### src/rtl/atm_pkg.sv
// Shared definitions for the atm keypad frontend and the atm core.
// The contents are key codes, operation encodings, the frontend state enum and a digit test.
package atm_pkg;

    // Keypad codes 0-9 are digits. The function keys use the codes below.
    localparam logic [3:0] KEY_ENTER    = 4'hA;
    localparam logic [3:0] KEY_CLEAR    = 4'hB;
    localparam logic [3:0] KEY_CANCEL   = 4'hC;
    localparam logic [3:0] KEY_BALANCE  = 4'hD;
    localparam logic [3:0] KEY_DEPOSIT  = 4'hE;
    localparam logic [3:0] KEY_WITHDRAW = 4'hF;

    // Operation encodings. The atm core uses the same values.
    localparam logic [1:0] OP_BAL = 2'b00;
    localparam logic [1:0] OP_DEP = 2'b01;
    localparam logic [1:0] OP_WDR = 2'b10;

    localparam int AMT_W = 16;

    typedef enum logic [2:0] {
        ST_IDLE,
        ST_PIN,
        ST_CHECK,
        ST_OPSEL,
        ST_AMT,
        ST_ISSUE,
        ST_WAIT,
        ST_LOCK
    } state_t;

    function automatic logic is_digit(input logic [3:0] k);
        return k <= 4'd9;
    endfunction

endpackage

### src/rtl/atm_keypad_frontend_if.sv
// Interface between the keypad frontend, the keypad and the atm core.
//   master : the frontend. It samples key, pin, unlock and ack signals.
//            It drives pin, operation, amount, txn_req, busy and locked.
//   slave  : the environment, meaning the keypad, the operator and the atm core.
interface atm_keypad_frontend_if;
    logic        key_valid;
    logic [3:0]  key_code;
    logic [3:0]  correct_pin;
    logic        unlock;
    logic        txn_ack;
    logic [3:0]  pin;
    logic [1:0]  operation;
    logic [15:0] amount;
    logic        txn_req;
    logic        busy;
    logic        locked;

    modport master (
        input  key_valid, key_code, correct_pin, unlock, txn_ack,
        output pin, operation, amount, txn_req, busy, locked
    );

    modport slave (
        output key_valid, key_code, correct_pin, unlock, txn_ack,
        input  pin, operation, amount, txn_req, busy, locked
    );
endinterface

### src/rtl/atm_bcd_accum.sv
// Decimal amount accumulator. Each accepted digit computes acc = acc*10 + digit.
// Digits beyond AMT_DIGITS are dropped. clr has priority over push.
//   clk, reset : clock and async active-high reset
//   clr        : zero the amount and the digit count
//   push       : digit is valid this cycle
//   digit      : 0..9
//   acc        : binary amount
module atm_bcd_accum
    import atm_pkg::*;
#(
    parameter int AMT_DIGITS = 4
) (
    input  logic             clk,
    input  logic             reset,
    input  logic             clr,
    input  logic             push,
    input  logic [3:0]       digit,
    output logic [AMT_W-1:0] acc
);
    localparam logic [2:0] NDIG_MAX = 3'(AMT_DIGITS);

    logic [2:0]       ndig;
    logic [AMT_W-1:0] times10;

    // Compute acc*10 as (acc<<3) + (acc<<1). The digit limit keeps this within 16 bits.
    assign times10 = {acc[AMT_W-4:0], 3'b000} + {acc[AMT_W-2:0], 1'b0};

    always_ff @(posedge clk or posedge reset) begin
        if (reset) begin
            acc  <= '0;
            ndig <= '0;
        end else if (clr) begin
            acc  <= '0;
            ndig <= '0;
        end else if (push && (ndig < NDIG_MAX)) begin
            acc  <= times10 + {{(AMT_W-4){1'b0}}, digit};
            ndig <= ndig + 3'd1;
        end
    end
endmodule

### src/rtl/atm_keypad_frontend.sv
// Keypad frontend of the atm. It turns a key stream into one transaction request.
// It checks a 1-digit PIN, selects the operation and collects a decimal amount.
// It then pulses txn_req and waits for txn_ack. Wrong PINs are counted and lead to lockout.
//   clk, reset : clock and async active-high reset
//   bus        : master side of atm_keypad_frontend_if, carrying keys, PIN, unlock,
//                the request/ack handshake and the status flags
module atm_keypad_frontend
    import atm_pkg::*;
#(
    parameter int MAX_TRIES   = 3,
    parameter int AMT_DIGITS  = 4,
    parameter int TIMEOUT_CYC = 1000
) (
    input  logic                   clk,
    input  logic                   reset,
    atm_keypad_frontend_if.master  bus
);
    localparam int               TMR_W     = $clog2(TIMEOUT_CYC + 1);
    localparam logic [TMR_W-1:0] TMR_LAST  = TMR_W'(TIMEOUT_CYC - 1);
    localparam logic [2:0]       TRIES_MAX = 3'(MAX_TRIES);

    state_t           state_q, state_d;
    logic [3:0]       pin_q, pin_d;
    logic [2:0]       tries_q, tries_d;
    logic [1:0]       op_q, op_d;          // operation chosen in OPSEL
    logic [TMR_W-1:0] timer_q;
    logic [3:0]       out_pin_q;
    logic [1:0]       out_op_q;
    logic [AMT_W-1:0] out_amt_q;
    logic [AMT_W-1:0] acc;
    logic             acc_clr, acc_push;
    logic             kv, kdig, timed, expired;
    logic [3:0]       k;

    assign kv   = bus.key_valid;
    assign k    = bus.key_code;
    assign kdig = kv && is_digit(k);

    // The timer runs only in the states that wait on a person or on the core.
    assign timed   = (state_q == ST_PIN) || (state_q == ST_OPSEL) ||
                     (state_q == ST_AMT) || (state_q == ST_WAIT);
    // A key arriving in the last cycle still counts as activity.
    assign expired = timed && !kv && (timer_q == TMR_LAST);

    atm_bcd_accum #(.AMT_DIGITS(AMT_DIGITS)) u_accum (
        .clk   (clk),
        .reset (reset),
        .clr   (acc_clr),
        .push  (acc_push),
        .digit (k),
        .acc   (acc)
    );

    always_comb begin
        state_d  = state_q;
        pin_d    = pin_q;
        tries_d  = tries_q;
        op_d     = op_q;
        acc_clr  = 1'b0;
        acc_push = 1'b0;
        unique case (state_q)
            ST_IDLE: begin
                if (kdig) begin
                    pin_d   = k;
                    state_d = ST_PIN;
                end
            end
            ST_PIN: begin
                if (kdig) begin
                    pin_d = k;
                end else if (kv && k == KEY_CLEAR) begin
                    pin_d = 4'd0;
                end else if (kv && k == KEY_ENTER) begin
                    state_d = ST_CHECK;
                end else if (kv && k == KEY_CANCEL) begin
                    pin_d   = 4'd0;
                    acc_clr = 1'b1;
                    state_d = ST_IDLE;
                end else if (expired) begin
                    state_d = ST_IDLE;
                end
            end
            ST_CHECK: begin
                if (pin_q == bus.correct_pin) begin
                    tries_d = 3'd0;
                    state_d = ST_OPSEL;
                end else begin
                    tries_d = tries_q + 3'd1;
                    state_d = (tries_q + 3'd1 == TRIES_MAX) ? ST_LOCK : ST_IDLE;
                end
            end
            ST_OPSEL: begin
                if (kv && k == KEY_BALANCE) begin
                    op_d    = OP_BAL;
                    state_d = ST_ISSUE;
                end else if (kv && (k == KEY_DEPOSIT || k == KEY_WITHDRAW)) begin
                    op_d    = (k == KEY_DEPOSIT) ? OP_DEP : OP_WDR;
                    acc_clr = 1'b1;
                    state_d = ST_AMT;
                end else if (kv && k == KEY_CANCEL) begin
                    pin_d   = 4'd0;
                    acc_clr = 1'b1;
                    state_d = ST_IDLE;
                end else if (expired) begin
                    state_d = ST_IDLE;
                end
            end
            ST_AMT: begin
                if (kdig) begin
                    acc_push = 1'b1;
                end else if (kv && k == KEY_CLEAR) begin
                    acc_clr = 1'b1;
                end else if (kv && k == KEY_ENTER) begin
                    // ENTER with a zero amount is ignored.
                    if (acc != '0) state_d = ST_ISSUE;
                end else if (kv && k == KEY_CANCEL) begin
                    pin_d   = 4'd0;
                    acc_clr = 1'b1;
                    state_d = ST_IDLE;
                end else if (expired) begin
                    state_d = ST_IDLE;
                end
            end
            ST_ISSUE: state_d = ST_WAIT;
            ST_WAIT: begin
                // The ack takes priority over a key and over the timeout. Keys are dropped here.
                if (bus.txn_ack) state_d = ST_OPSEL;
                else if (expired) state_d = ST_IDLE;
            end
            ST_LOCK: begin
                if (bus.unlock) begin
                    tries_d = 3'd0;
                    state_d = ST_IDLE;
                end
            end
            default: state_d = ST_IDLE;
        endcase
    end

    always_ff @(posedge clk or posedge reset) begin
        if (reset) begin
            state_q   <= ST_IDLE;
            pin_q     <= '0;
            tries_q   <= '0;
            op_q      <= OP_BAL;
            timer_q   <= '0;
            out_pin_q <= '0;
            out_op_q  <= OP_BAL;
            out_amt_q <= '0;
        end else begin
            state_q <= state_d;
            pin_q   <= pin_d;
            tries_q <= tries_d;
            op_q    <= op_d;
            if (!timed || kv || state_d != state_q) timer_q <= '0;
            else                                     timer_q <= timer_q + TMR_W'(1);
            // Load the request fields on the edge that enters ISSUE so that they are
            // valid during the txn_req cycle. They hold until the next request.
            if (state_d == ST_ISSUE && state_q != ST_ISSUE) begin
                out_pin_q <= pin_q;
                out_op_q  <= op_d;
                out_amt_q <= (op_d == OP_BAL) ? '0 : acc;
            end
        end
    end

    assign bus.pin       = out_pin_q;
    assign bus.operation = out_op_q;
    assign bus.amount    = out_amt_q;
    assign bus.txn_req   = (state_q == ST_ISSUE);
    assign bus.busy      = (state_q != ST_IDLE) && (state_q != ST_LOCK);
    assign bus.locked    = (state_q == ST_LOCK);
endmodule

### src/flat_wrapper.sv
// flat-port wrapper written by rule: the top's interface ports become plain ports
module atm_keypad_frontend_flat import atm_pkg::*;
#(
    parameter int MAX_TRIES   = 3,
    parameter int AMT_DIGITS  = 4,
    parameter int TIMEOUT_CYC = 1000
)
  (clk, reset, bus_key_valid, bus_key_code, bus_correct_pin, bus_unlock, bus_txn_ack, bus_pin, bus_operation, bus_amount, bus_txn_req, bus_busy, bus_locked);
  atm_keypad_frontend_if bus_i ();
  input  logic clk;
  input  logic reset;
  input wire logic [$bits(bus_i.key_valid)-1:0] bus_key_valid;
  input wire logic [$bits(bus_i.key_code)-1:0] bus_key_code;
  input wire logic [$bits(bus_i.correct_pin)-1:0] bus_correct_pin;
  input wire logic [$bits(bus_i.unlock)-1:0] bus_unlock;
  input wire logic [$bits(bus_i.txn_ack)-1:0] bus_txn_ack;
  output wire logic [$bits(bus_i.pin)-1:0] bus_pin;
  output wire logic [$bits(bus_i.operation)-1:0] bus_operation;
  output wire logic [$bits(bus_i.amount)-1:0] bus_amount;
  output wire logic [$bits(bus_i.txn_req)-1:0] bus_txn_req;
  output wire logic [$bits(bus_i.busy)-1:0] bus_busy;
  output wire logic [$bits(bus_i.locked)-1:0] bus_locked;
  assign bus_i.key_valid = bus_key_valid;
  assign bus_i.key_code = bus_key_code;
  assign bus_i.correct_pin = bus_correct_pin;
  assign bus_i.unlock = bus_unlock;
  assign bus_i.txn_ack = bus_txn_ack;
  assign bus_pin = bus_i.pin;
  assign bus_operation = bus_i.operation;
  assign bus_amount = bus_i.amount;
  assign bus_txn_req = bus_i.txn_req;
  assign bus_busy = bus_i.busy;
  assign bus_locked = bus_i.locked;
  atm_keypad_frontend #(.MAX_TRIES(MAX_TRIES), .AMT_DIGITS(AMT_DIGITS), .TIMEOUT_CYC(TIMEOUT_CYC)) u_core (.clk(clk), .reset(reset), .bus(bus_i));
endmodule
### config.mk
export PLATFORM = sky130hd
export DESIGN_NAME = atm_keypad_frontend_flat
export DESIGN_NICKNAME = d
export VERILOG_FILES = /design/src/rtl/atm_pkg.sv /design/src/rtl/atm_keypad_frontend_if.sv /design/src/rtl/atm_bcd_accum.sv /design/src/rtl/atm_keypad_frontend.sv /design/src/flat_wrapper.sv
export SDC_FILE = /design/constraint.sdc
export NUM_CORES = 1
export LEC_CHECK = 0
export BUFFER_PORTS_ARGS = -buffer_cell sky130_fd_sc_hd__buf_2
export CAP_MARGIN = 5
export CORE_ASPECT_RATIO = 0.6
export CORE_MARGIN = 2
export CORE_UTILIZATION = 30
export CTS_CLUSTER_DIAMETER = 150
export CTS_CLUSTER_SIZE = 30
export DETAILED_ROUTE_END_ITERATION = 8
export GPL_ROUTABILITY_DRIVEN = 0
export PLACE_DENSITY_LB_ADDON = 0.3
export SLEW_MARGIN = 10
export SYNTH_ARGS = -nofsm -noshare
export SYNTH_HDL_FRONTEND = slang
export SYNTH_SLANG_ARGS = --single-unit
### constraint.sdc
create_clock -name clk -period 3.6 [get_ports clk]
set_input_delay 0.36 -clock clk [delete_from_list [all_inputs] [get_ports clk]]
set_output_delay 0.36 -clock clk [all_outputs]
set_load 0.02 [all_outputs]
# Yosys cells after proc, flatten, opt, wreduce, memory -nomap -nowiden
# Cells that the tools add are included.
# Widths: inputs -> output; s select.
word_totals:
  elab_cells: 122
  register_bits: 63
  out_inout_bits: 25
op_classes:
  n_eq_ne: 26
  order_cmp: 2
  muxes: 51
  addsub: 5
  n_reduce_logical: 28
op_table:
  columns: ["cell", "count"]
  rows:
  - ["$mux 3", 20]
  - ["$mux 16", 3]
  - ["$mux 4", 9]
  - ["$eq 4x4->1 const B", 6]
  - ["$pmux 3 s8", 1]
  - ["$add 16x16->16", 1]
  - ["$add 16x4->16", 1]
  - ["$pmux 4 s4", 1]
  - ["$reduce_bool 16->1", 1]
  - ["$eq 3x3->1 const B", 5]
  - ["$logic_and 1x1->1", 11]
  - ["$add 10x1->10 const B", 1]
  - ["$eq 10x10->1 const B", 1]
  - ["$mux 1", 10]
  - ["$mux 10", 1]
  - ["$ne 2x2->1 const B", 5]
  - ["$eq 3x2->1 const B", 3]
  - ["$mux 2", 4]
  - ["$add 3x1->3 const B", 2]
  - ["$logic_or 1x1->1", 6]
  - ["$ne 3x3->1 const B", 2]
  - ["$pmux 3 s2", 1]
  - ["$reduce_and 6->1", 1]
  - ["$eq 4x4->1", 1]
  - ["13 further kinds", 15]

# Logic depth before layout (Yosys ltp)
# Gate-level depths: netlist (run 1).
depth:
  depth_word: 15
  mapped_depth: 11

# Hierarchy
# From an unflattened synthesis (run 1), not the netlist that was laid out.
unflattened:
  cells_unflattened: 422
  area_unflattened_um2: 4021.4
by_module_without_submodules:
  columns: ["mod", "n_inst", "seq_area_each_um2", "cells_each", "area_per_inst_um2"]
  rows:
  - ["atm_keypad_frontend", 1, 1101.1, 252, 2443.6]
  - ["atm_bcd_accum", 1, 475.5, 170, 1577.8]

# Worst setup path before layout (run 1)
# Ideal clock, no wire load.
synth_timing:
  path_type: "register to register"
  start: "register u_core.u_accum.acc[0]"
  end: "register u_core.u_accum.acc[14]"
  n_path_buf: 0
  arrival_ns: 2.455
  setup_time_ns: 0.083
  period_less_slack_ns: 2.538
  stages_incl_launch_ff: 11
  setup_slack_ns: 1.062
  cell_sequence: "dfrtp_1 -> fa_1 -> inv_1 -> fa_1 -> nand2b_1 -> a21oi_1 -> o211ai_1 -> a21boi_0 -> o31ai_1 -> xor2_1 -> o21ai_0"
synth_between:
  elab_chain_cells: 4
synth_rtl:
  columns: ["item", "line_no", "source"]
  rows:
  - ["start, declared", "atm_bcd_accum.sv:18", "output logic [AMT_W-1:0] acc"]
  - ["start signal, assigned", "atm_bcd_accum.sv:36", "acc <= times10 + {{(AMT_W-4){1'b0}}, digit};"]
  - ["$add 16x16->16", "atm_bcd_accum.sv:26", "assign times10 = {acc[AMT_W-4:0], 3'b000} + {acc[AMT_W-2:0], 1'b0};"]
  - ["$add 16x4->16", "atm_bcd_accum.sv:36", null]
  - ["$mux 16", "atm_bcd_accum.sv:35", "end else if (push && (ndig < NDIG_MAX)) begin"]
  - ["$mux 16", "atm_bcd_accum.sv:32", "end else if (clr) begin"]
# No other way between the ends. The select of a mux whose other input is x is not followed.
# A chain may end at the register's enable or synchronous reset.

# Final worst setup path (run 1)
# Ends and elaborated chain as after synthesis.

==> flow_metrics.env, run 1 <==
export IMPL_finalHoldViolations=0
export IMPL_worst_path_max_fanout=5
export IMPL_relSlewSlack_pct=51.6
export IMPL_yosys_top_cells_area="dfrtp_1, ha_1, nand2_1"
export IMPL_cts_tree="done"
export IMPL_rsz0062_at_grt="no"
export IMPL_grt_max_degree=40
export IMPL_max_cap_violations=0
export IMPL_syn_area_mm2=0.00381
export IMPL_clockBufferDepth=2
export IMPL_ir_worst_vdd_v=0.000278
export IMPL_worst_endpoint_arrival_ns=3.17
export IMPL_yosysTopAreaCell="dfrtp_1"
export IMPL_cts_made_buffers=9
export IMPL_area_growth_pct=16.1
export IMPL_ys_types=55
export IMPL_status="finished, final reports clean"
export IMPL_synth_seq_area_share_pct=41.4
export IMPL_h_tree_depth=3
export IMPL_ios=38
export IMPL_nets=501
export IMPL_start_util_pct=31.2
export IMPL_layout_min_cycle_time_ns=2.92
export IMPL_crit_required_ns=3.85
export IMPL_layout_common_cells="nand2_1, dfrtp_1, o21ai_0"
export IMPL_finish_utilization_pct=36.2
export IMPL_vias=3147
export IMPL_drtIter0Drc=221
export IMPL_die_h_um=91.3
export IMPL_yosys_area_top_type_share_pct=41.4
export IMPL_die_x_um=149
export IMPL_postSynthAreaPerCell_um2=9.05
export IMPL_ys_ff_latch=63
export IMPL_cellLeakagePower_nw=2.10
export IMPL_cts_repair_resized=0
export IMPL_finalSetupViolCount=0
export IMPL_drc=0
export IMPL_synth_nets=466
export IMPL_post_place_ws_ns=0.648
export IMPL_n_antenna_cell=0
export IMPL_max_stage_delay_ns=0.57
export IMPL_fmax_mhz=343
export IMPL_hold_class="primary input to asynchronous set/reset pin"
export IMPL_placed_cell_area_mm2=0.00412
export IMPL_end_kind="flop"
export IMPL_async_reset_ff_share_pct=100
export IMPL_clk_pin_slew_ns=0.06
export IMPL_slew_viol_final=0
export IMPL_drive_gt1_share_pct=15.2
export IMPL_cp_slowest_cell="fa_1"
export IMPL_globalRoute_totalOverflow=0
export IMPL_die_area_mm2=0.0136
export IMPL_p_per_area_mw_per_mm2=824
export IMPL_crit_path_frequent_cell="fa_1"
export IMPL_viasPerCell=5.03
export IMPL_io_buffers=37
export IMPL_grt_pass1_wl_um=15900
export IMPL_grt_use_total_pct=15.0
export IMPL_stdcell_count=626
export IMPL_antenna_found_initial=1
export IMPL_cp_cell_sequence="fa_1 -> inv_1 -> fa_1 -> nand2b_1 -> a21oi_1 -> o211ai_1 -> a21boi_0 -> o31ai_1 -> xor2_1 -> o21ai_0"
export IMPL_dp_hpwl_um=6950
export IMPL_worstSkewPairLatency_ns=0.34
export IMPL_path_class="flop to flop"
export IMPL_coreArea_mm2=0.0122
export IMPL_total_power_mw=3.64
export IMPL_holdWs_ns=0.141
export IMPL_dp_cells=610
export IMPL_num_rows=31
export IMPL_clock_sinks=63
export IMPL_tightest_slew_ns=0.725
export IMPL_layout_setup_ws_ns=0.683
export IMPL_grt_pass1_vias=3036
export IMPL_synth_edff_count=0
export IMPL_cts_root_buffer_cell="clkbuf_16"
export IMPL_synth_warnings=0
export IMPL_cp_start_kind="flop"
export IMPL_layout_commonest_cell="nand2_1"
export IMPL_yosys_most_used_dff="dfrtp_1"
export IMPL_drtPass1Iterations=5
export IMPL_cts_hold_buf=0
export IMPL_cts_setup_buffers=0
export IMPL_fin_skew_ns=0.00799
export IMPL_synthCells=421
export IMPL_timing_final_crit_share_pct=81.0
export IMPL_final_cell_area_mm2=0.00442
export IMPL_routedWlPerCell_um=15.2
export IMPL_fin_setup_tns_ns=0
export IMPL_finalWirelength_um=9490
export IMPL_ant_nets=0
==> kinds of logic (layout without fill, tap and decap cells) <==
group	count (synthesis)	after routing	synth area share [%]
AO/OA/AOI/OAI	95	95	15.0
buffers and inverters	32	72	4.60
flip-flops	63	63	41.4
XOR/XNOR	26	26	5.98
adder cells (fa/ha/maj)	32	32	10.9
AND/OR/NAND/NOR	166	166	20.1
multiplexers	7	7	2.07
==> cells in the mapped netlist, types with 3 or more instances <==
library cell and count:
a31oi_1 4, dfrtp_1 63, nor4_1 7, a21oi_1 13, clkbuf_1 10, xnor2_1 7, nor3_1 8, nand3_1 16
o22ai_1 7, o21ai_0 48, xor2_1 19, nor2_1 32, ha_1 30, buf_6 3, nand2_1 79, a32o_1 3
mux2_2 7, inv_1 14, nand2b_1 7
==> registers in the layout (all words and copies together) (netlist names) <==
signal	cells
u_core.bus.amount	16
u_core.bus.operation	2
u_core.bus.pin	4
u_core.op_q	2
u_core.pin_q	4
u_core.state_q	3
u_core.timer_q	10
u_core.tries_q	3
u_core.u_accum.acc	16
u_core.u_accum.ndig	3
==> worst max-delay path, delay by kind of cell, from the launching register on <==
kind,cells,cell delay [ns]
AOI/OAI and AO/OA,5,0.98
buffers and inverters,1,0.07
adders and majority gates,2,1.01
xor gates and xnor gates,1,0.14
DFF,1,0.45
and+or+nand+nor,1,0.18
==> routing by layer <==
layer	vias to the layer above	part of all wire, %	track usage [%]
met2	100	39	19.6
met3	9	7.6	5.28
met4	0	0.92	3.97
met5	-	0	0
li1	1554	-	-
met1	1484	53	22.9
==> cell type report <==
| cell class | instances | area [µm²] |
|---|---|---|
| fillers | 1222 | 7800 |
| multi-input cells | 326 | 2060 |
| flip-flops and latches | 63 | 1580 |
| clock buffers | 9 | 225 |
| repair buffers | 42 | 223 |
| well taps | 165 | 206 |
| clock inverters | 7 | 81.3 |
| inverters | 14 | 52.6 |
==> final timing paths <==
kind / startpoint / to / slack [ns] / cells past startpoint
max in group asynchronous: reset / u_core.timer_q[7] / 2.70 / 3
worst min-delay path: reset / u_core.bus.amount[14] / 0.14 / 2
worst min register to register: u_core.bus.amount[13] / u_core.bus.amount[13] / 0.47 / 2
worst max register to register: u_core.u_accum.acc[0] / u_core.u_accum.acc[14] / 0.68 / 10
min in group clk: bus_key_code[0] / u_core.u_accum.acc[0] / 0.39 / 3
worst max-delay path: u_core.u_accum.acc[0] / u_core.u_accum.acc[14] / 0.68 / 10
==> where the power goes <==
part           internal [mW]  switching (mW)  total (mW)
registers              0.935           0.273        1.21
logic                  0.622           0.918        1.54
clock network          0.544           0.351       0.895
Note: power is estimated with default switching activity, not from simulation.
==> inputs of run 2 (changes only) <==
- ABC_AREA: unset -> 1
- clock period: 3.6 -> 2.7 ns (I/O delays scaled with it)
==> run 2 against run 1 <==
  * Sequential cell count stayed put
  * Non-clock buffer count is 4 higher
  * Sequential share of layout area is 4.0 points lower
  * Clock skew is 0.0024 ns lower
  * Cell area is 12% higher
  * Routed wire length is 19% higher
  * Worst hold slack better by 0.11 ns
  * Sequential power is 28% higher
  * Critical path depth stayed put
  * Via count is 22% higher
  * Combinational power is 45% higher
==> flow_metrics.env, run 2 <==
export IMPL_status="finished, final reports clean"
export IMPL_pwr_share_comb_pct=45.3
export IMPL_total_power_mw=4.95
export IMPL_ys_types=46
export IMPL_die_x_um=159
export IMPL_timing_final_crit_share_pct=93.8
export IMPL_finalSetupViolCount=0
export IMPL_cellLeakagePower_nw=2.79
export IMPL_worstSkewPairLatency_ns=0.33
export IMPL_clock_sinks=63
export IMPL_min_from="bus_key_code[0]"
export IMPL_max_stage_delay_ns=0.45
export IMPL_num_rows=33
export IMPL_yosys_most_used_dff="dfrtp_1"
export IMPL_p_int_mw=2.72
export IMPL_post_place_ws_ns=0.137
export IMPL_yosys_top_cells_area="dfrtp_1, nand2_1, ha_1"
export IMPL_stdcell_count=812
export IMPL_layout_min_cycle_time_ns=2.53
export IMPL_final_cell_area_mm2=0.00497
export IMPL_max_cap_violations=0
export IMPL_antenna_found_initial=1
export IMPL_postSynthAreaPerCell_um2=7.53
export IMPL_fin_setup_tns_ns=0
export IMPL_start_util_pct=31.1
export IMPL_ios=38
export IMPL_rr_startpoint="u_core.u_accum.acc[6]"
export IMPL_io_buffers=37
export IMPL_coreArea_mm2=0.0138
export IMPL_finalWirelength_um=11300
export IMPL_dp_cells=794
export IMPL_rrSetupSlack_ns=0.17
export IMPL_die_h_um=96.8
export IMPL_synthCells=571
export IMPL_holdWs_ns=0.251
export IMPL_grt_max_degree=26
export IMPL_cts_made_buffers=9
export IMPL_layout_setup_ws_ns=0.168
export IMPL_tightest_slew_ns=0.696
export IMPL_timing_critical_path_buf_inv=2
export IMPL_ir_worst_vdd_v=0.000354
export IMPL_viasPerCell=4.71
export IMPL_rsz0062_at_grt="no"
export IMPL_vias=3824
export IMPL_ant_nets=0
export IMPL_globalRoute_totalOverflow=0
export IMPL_switching_share_pct=45.1
export IMPL_worst_path_max_fanout=5
export IMPL_layout_commonest_cell="nand2_1"
export IMPL_power_switching_mw=2.23
export IMPL_layout_common_cells="nand2_1, inv_1, dfrtp_1"
export IMPL_die_area_mm2=0.0153
export IMPL_finish_utilization_pct=36.0
export IMPL_worstReg2RegEnd="u_core.u_accum.acc[14]"
export IMPL_drtIter0Drc=371
export IMPL_drive_gt1_share_pct=16.6
export IMPL_relSlewSlack_pct=53.6
export IMPL_routedWlPerCell_um=13.9
export IMPL_dp_hpwl_um=8980
export IMPL_cts_tree="done"
export IMPL_hold_class="primary input to flop"
export IMPL_synth_nets=616
export IMPL_hold_end="u_core.op_q[0]"
export IMPL_synth_seq_area_share_pct=36.6
export IMPL_p_per_area_mw_per_mm2=995
export IMPL_fmax_mhz=395
export IMPL_drc=0
export IMPL_crit_path_frequent_cell="nand2_1"
export IMPL_pwr_share_seq_pct=31.3
export IMPL_slew_viol_final=0
export IMPL_cp_start_kind="flop"
export IMPL_synth_edff_count=0
export IMPL_clockBufferDepth=2
export IMPL_placed_cell_area_mm2=0.00466
export IMPL_synth_common_cells="nand2_1, inv_1, dfrtp_1, nand3_1, nor2_1"
export IMPL_cp_cell_sequence="ha_1 -> ha_1 -> nand2_1 -> inv_1 -> a21boi_0 -> inv_1 -> nand2_1 -> o2111ai_1 -> o21ai_0 -> nand2_1"
export IMPL_h_tree_depth=3
export IMPL_nets=659
export IMPL_p_clk_share_pct=23.4
export IMPL_finalHoldViolations=0
export IMPL_cp_slowest_cell="dfrtp_1"
export IMPL_grt_use_total_pct=15.6
export IMPL_worst_r2r_cell_count=10
export IMPL_drtPass1Iterations=5
export IMPL_path_class="flop to flop"
export IMPL_async_reset_ff_share_pct=100
export IMPL_area_growth_pct=15.6
export IMPL_cts_root_buffer_cell="clkbuf_16"
export IMPL_synth_warnings=0
export IMPL_holdPathStages=2
export IMPL_cp_top_family="compound AO/OA/AOI/OAI gates"
export IMPL_yosys_area_top_type_share_pct=36.6
export IMPL_yosysTopAreaCell="dfrtp_1"
export IMPL_grt_pass1_vias=3664
export IMPL_end_kind="flop"
export IMPL_clk_pin_slew_ns=0.06
export IMPL_yosysMostFrequentCell="nand2_1"
export IMPL_grt_pass1_wl_um=18700
export IMPL_fin_skew_ns=0.00558
export IMPL_crit_required_ns=2.91
export IMPL_worst_endpoint_arrival_ns=2.75
export IMPL_ys_ff_latch=63
export IMPL_syn_area_mm2=0.00430
[run 2: cell types whose count changed after synthesis, sizes merged, moves of 6 or more]
cell    delta
nand2     +88
a21oi      +7
xor2      -13
nand2b     -6
clkbuf    -11
mux2       -7
o21ai     -22
nand3     +39
nor4       -7
inv       +71
buf        +8
nor2      +21
[run 2: kinds of logic (layout without fill, tap and decap cells)]
group | count (synthesis) | count (layout) | share of synthesized area, %
adder cells (fa/ha/maj) | 32 | 32 | 9.66
other | 0 | 1 | 0
XOR/XNOR | 14 | 14 | 2.85
buffers and inverters | 99 | 147 | 10.4
AND/OR/NAND/NOR | 296 | 296 | 31.0
flip-flops | 63 | 63 | 36.6
AO/OA/AOI/OAI | 67 | 67 | 9.42
[run 2: routing by layer]
| layer | GRT usage, % | vias to the layer above | part of all wire [%] |
|---|---|---|---|
| li1 | - | 1920 | - |
| met2 | 19.3 | 154 | 35 |
| met1 | 24.7 | 1736 | 53 |
| met4 | 5.89 | 0 | 2.0 |
| met5 | 0 | - | 0 |
| met3 | 4.66 | 14 | 9.8 |
[run 2: layout make-up]
class / count / area [µm²]
repair buffers: 46 / 255
well taps: 192 / 240
fillers: 1461 / 8860
multi-input cells: 409 / 2280
flip-flops and latches: 63 / 1580
clock inverters: 7 / 72.6
diodes: 1 / 2.50
clock buffers: 9 / 225
inverters: 85 / 319
[run 2: power groups by stage]
stage / combinational, mW / sequential, mW / clock (mW)
finish: 2.24 / 1.55 / 1.16
floorplan: 1.58 / 1.55 / 0
global placement: 2.17 / 1.54 / 0
detailed placement: 2.21 / 1.56 / 0
CTS: 2.22 / 1.54 / 1.19
global route: 2.54 / 1.59 / 1.23
[run 2: worst max path at each step]
stage | slack (ns) | endpoint | start | depth (start not counted)
2_1_floorplan | 0.34 | u_core.u_accum.acc[12] | u_core.u_accum.acc[0] | 11
3_3_place_gp | 0.21 | u_core.u_accum.acc[12] | u_core.u_accum.acc[0] | 11
3_5_place_dp | 0.14 | u_core.u_accum.acc[12] | u_core.u_accum.acc[0] | 11
4_1_cts | 0.12 | u_core.u_accum.acc[12] | u_core.u_accum.acc[0] | 11
5_1_grt | 0.01 | u_core.u_accum.acc[14] | u_core.u_accum.acc[6] | 9
6_report | 0.17 | u_core.u_accum.acc[14] | u_core.u_accum.acc[6] | 10
[run 2: worst register-to-register path, stage by stage (launching register included)]
cell       delay (ns)
dfrtp_1          0.45
ha_1             0.32
ha_1             0.37
nand2_1          0.17
inv_1            0.05
a21boi_0         0.40
inv_1            0.11
nand2_1          0.08
o2111ai_1        0.14
o21ai_0          0.25
nand2_1          0.08
[run 2: what timing repair did]
action	4_1_cts	5_1_grt
endpoints found under the hold margin	15	0
hold buffers	1	0
buffers inserted	0	0
setup endpoints to repair	0	3
gates resized for setup	0	2
==> inputs of run 3 (changes only) <==
- CAP_MARGIN: 5 -> 40
- SETUP_SLACK_MARGIN: unset -> 0.2
==> run 3 against run 2 <==
  * Combinational power increased by 4%
  * Final cell count increased by 1.1%
  * Critical path depth decreased by 1
  * Clock-buffer cell count unchanged
  * Clock power about the same
  * Routed wire length increased by 0.93%
  * Sequential power about the same
  * Die area unchanged
  * Cell area increased by 1.9%
  * Setup slack improved by 0.10 ns
==> flow_metrics.env, run 3 (synthesis gave the netlist of run 2 again) <==
export IMPL_die_x_um=159
export IMPL_grt_use_total_pct=15.6
export IMPL_grt_pass1_vias=3655
export IMPL_cp_slowest_cell="fa_1"
export IMPL_post_place_ws_ns=0.137
export IMPL_placed_cell_area_mm2=0.00466
export IMPL_multi_input_area_mm2=0.00230
export IMPL_rr_startpoint="u_core.u_accum.acc[0]"
export IMPL_antenna_found_initial=1
export IMPL_clock_sinks=63
export IMPL_dp_hpwl_um=8980
export IMPL_tightest_slew_ns=0.697
export IMPL_cp_start_kind="flop"
export IMPL_grt_pass1_wl_um=18700
export IMPL_drtPass1Iterations=4
export IMPL_fill_cells=1458
export IMPL_layout_setup_ws_ns=0.273
export IMPL_rsz0062_at_grt="yes"
export IMPL_p_per_area_mw_per_mm2=993
export IMPL_grt_max_degree=26
export IMPL_cts_made_buffers=9
export IMPL_io_buffers=37
export IMPL_drive_gt1_share_pct=19.7
export IMPL_layout_commonest_cell="nand2_1"
export IMPL_vias=3821
export IMPL_die_h_um=96.8
export IMPL_drc=0
export IMPL_hold_end="u_core.op_q[0]"
export IMPL_max_cap_violations=0
export IMPL_fin_setup_tns_ns=0
export IMPL_die_area_mm2=0.0153
export IMPL_timing_final_crit_share_pct=89.9
export IMPL_slew_viol_final=0
export IMPL_path_class="flop to flop"
export IMPL_holdWs_ns=0.256
export IMPL_finalWirelength_um=11400
export IMPL_worstSkewPairLatency_ns=0.34
export IMPL_cts_tree="done"
export IMPL_timing_critical_path_buf_inv=2
export IMPL_fmax_mhz=412
export IMPL_ir_worst_vdd_v=0.000357
export IMPL_min_from="bus_key_code[0]"
export IMPL_finalSetupViolCount=0
export IMPL_clk_pin_slew_ns=0.06
export IMPL_crit_required_ns=2.91
export IMPL_globalRoute_totalOverflow=0
export IMPL_layout_min_cycle_time_ns=2.43
export IMPL_regArea_mm2=0.00158
export IMPL_cts_root_buffer_cell="clkbuf_16"
export IMPL_routedWlPerCell_um=13.9
export IMPL_finalHoldViolations=0
export IMPL_finish_utilization_pct=36.7
export IMPL_cp_cell_sequence="fa_1 -> inv_1 -> fa_2 -> nor2_2 -> nor2_2 -> o31ai_2 -> buf_4 -> xnor2_1 -> o21ai_0"
export IMPL_area_growth_pct=17.9
export IMPL_final_cell_area_mm2=0.00507
export IMPL_viasPerCell=4.65
export IMPL_h_tree_depth=3
export IMPL_rrSetupSlack_ns=0.27
export IMPL_holdPathStages=2
export IMPL_worst_endpoint_arrival_ns=2.64
export IMPL_clockBufferDepth=2
export IMPL_max_stage_delay_ns=0.52
export IMPL_ios=38
export IMPL_layout_common_cells="nand2_1, inv_1, dfrtp_1"
export IMPL_hold_class="primary input to flop"
export IMPL_worstReg2RegEnd="u_core.u_accum.acc[10]"
export IMPL_cp_top_family="adder cells"
export IMPL_ant_nets=0
export IMPL_nets=668
export IMPL_worst_r2r_cell_count=9
export IMPL_start_util_pct=31.1
export IMPL_status="finished, final reports clean"
export IMPL_relSlewSlack_pct=53.5
export IMPL_cellLeakagePower_nw=2.83
export IMPL_drtIter0Drc=296
export IMPL_coreArea_mm2=0.0138
export IMPL_crit_path_frequent_cell="nor2_2"
export IMPL_num_rows=33
export IMPL_fin_skew_ns=0.00589
export IMPL_worst_path_max_fanout=5
export IMPL_end_kind="flop"
## run 3: changes by cell type in the layout (fill, tap and decap cells not counted), sizes merged
cell,delta
buf,+9
inv,-1
clkinvlp,+1
## run 3: power by group
part / internal (mW) / switching, mW / leakage [nW] / total [mW]
sequential: 1.23 / 0.316 / 0.833 / 1.55
combinational: 0.824 / 1.51 / 1.85 / 2.33
clock: 0.715 / 0.442 / 0.142 / 1.16
## run 3: final cells by class
cell class | instances | area share [%]
Inverter | 85 | 6.37
Clock inverter | 7 | 1.43
Clock buffer | 9 | 4.44
Tap cell | 192 | 4.74
Multi-Input combinational cell | 409 | 45.4
Timing Repair Buffer | 55 | 6.37
Antenna cell | 1 | 0.0494
Sequential cell | 63 | 31.2
## run 3: metrics by stage
step	instances	total power, mW
CTS	811	4.96
detailed placement	794	3.77
floorplan	571	3.13
global placement	794	3.71
finish	821	5.04
global route	821	5.45
## run 3: worst register-to-register path: cells and delay by family, from the launching register on
| family | cells | cell delay, ns |
|---|---|---|
| xor+xnor | 1 | 0.11 |
| flops | 1 | 0.44 |
| buf+inv | 2 | 0.25 |
| fa+ha+maj | 2 | 0.94 |
| simple gates | 2 | 0.20 |
| compound gates | 2 | 0.38 |
## run 3: how the worst max path moves through the flow
stage / from / endpoint / slack (ns) / cells past startpoint
detailed placement: u_core.u_accum.acc[0] / u_core.u_accum.acc[12] / 0.14 / 11
global route: u_core.u_accum.acc[7] / u_core.u_accum.acc[15] / 0.17 / 9
global placement: u_core.u_accum.acc[0] / u_core.u_accum.acc[12] / 0.21 / 11
finish: u_core.u_accum.acc[0] / u_core.u_accum.acc[10] / 0.27 / 9
floorplan: u_core.u_accum.acc[0] / u_core.u_accum.acc[12] / 0.34 / 11
CTS: u_core.u_accum.acc[0] / u_core.u_accum.acc[12] / 0.21 / 11
## run 3: repair_timing
item                       4_1_cts  5_1_grt
setup buffers                    0        9
setup endpoints to repair        2       48
pin swaps                        0        3
gates resized for setup          2       13
gates cloned                     0        0
hold endpoints to repair        15        0
hold buffers                     1        0
## run 3: per-layer routing
metal / vias up / routed length (µm) / share of wire [%] / global-route usage [%]
met5: - / 0 / 0 / 0
met4: 0 / 187 / 1.6 / 5.89
met3: 13 / 841 / 7.4 / 4.66
met2: 115 / 4090 / 36 / 19.3
met1: 1755 / 6280 / 55 / 24.7
li1: 1938 / - / - / -
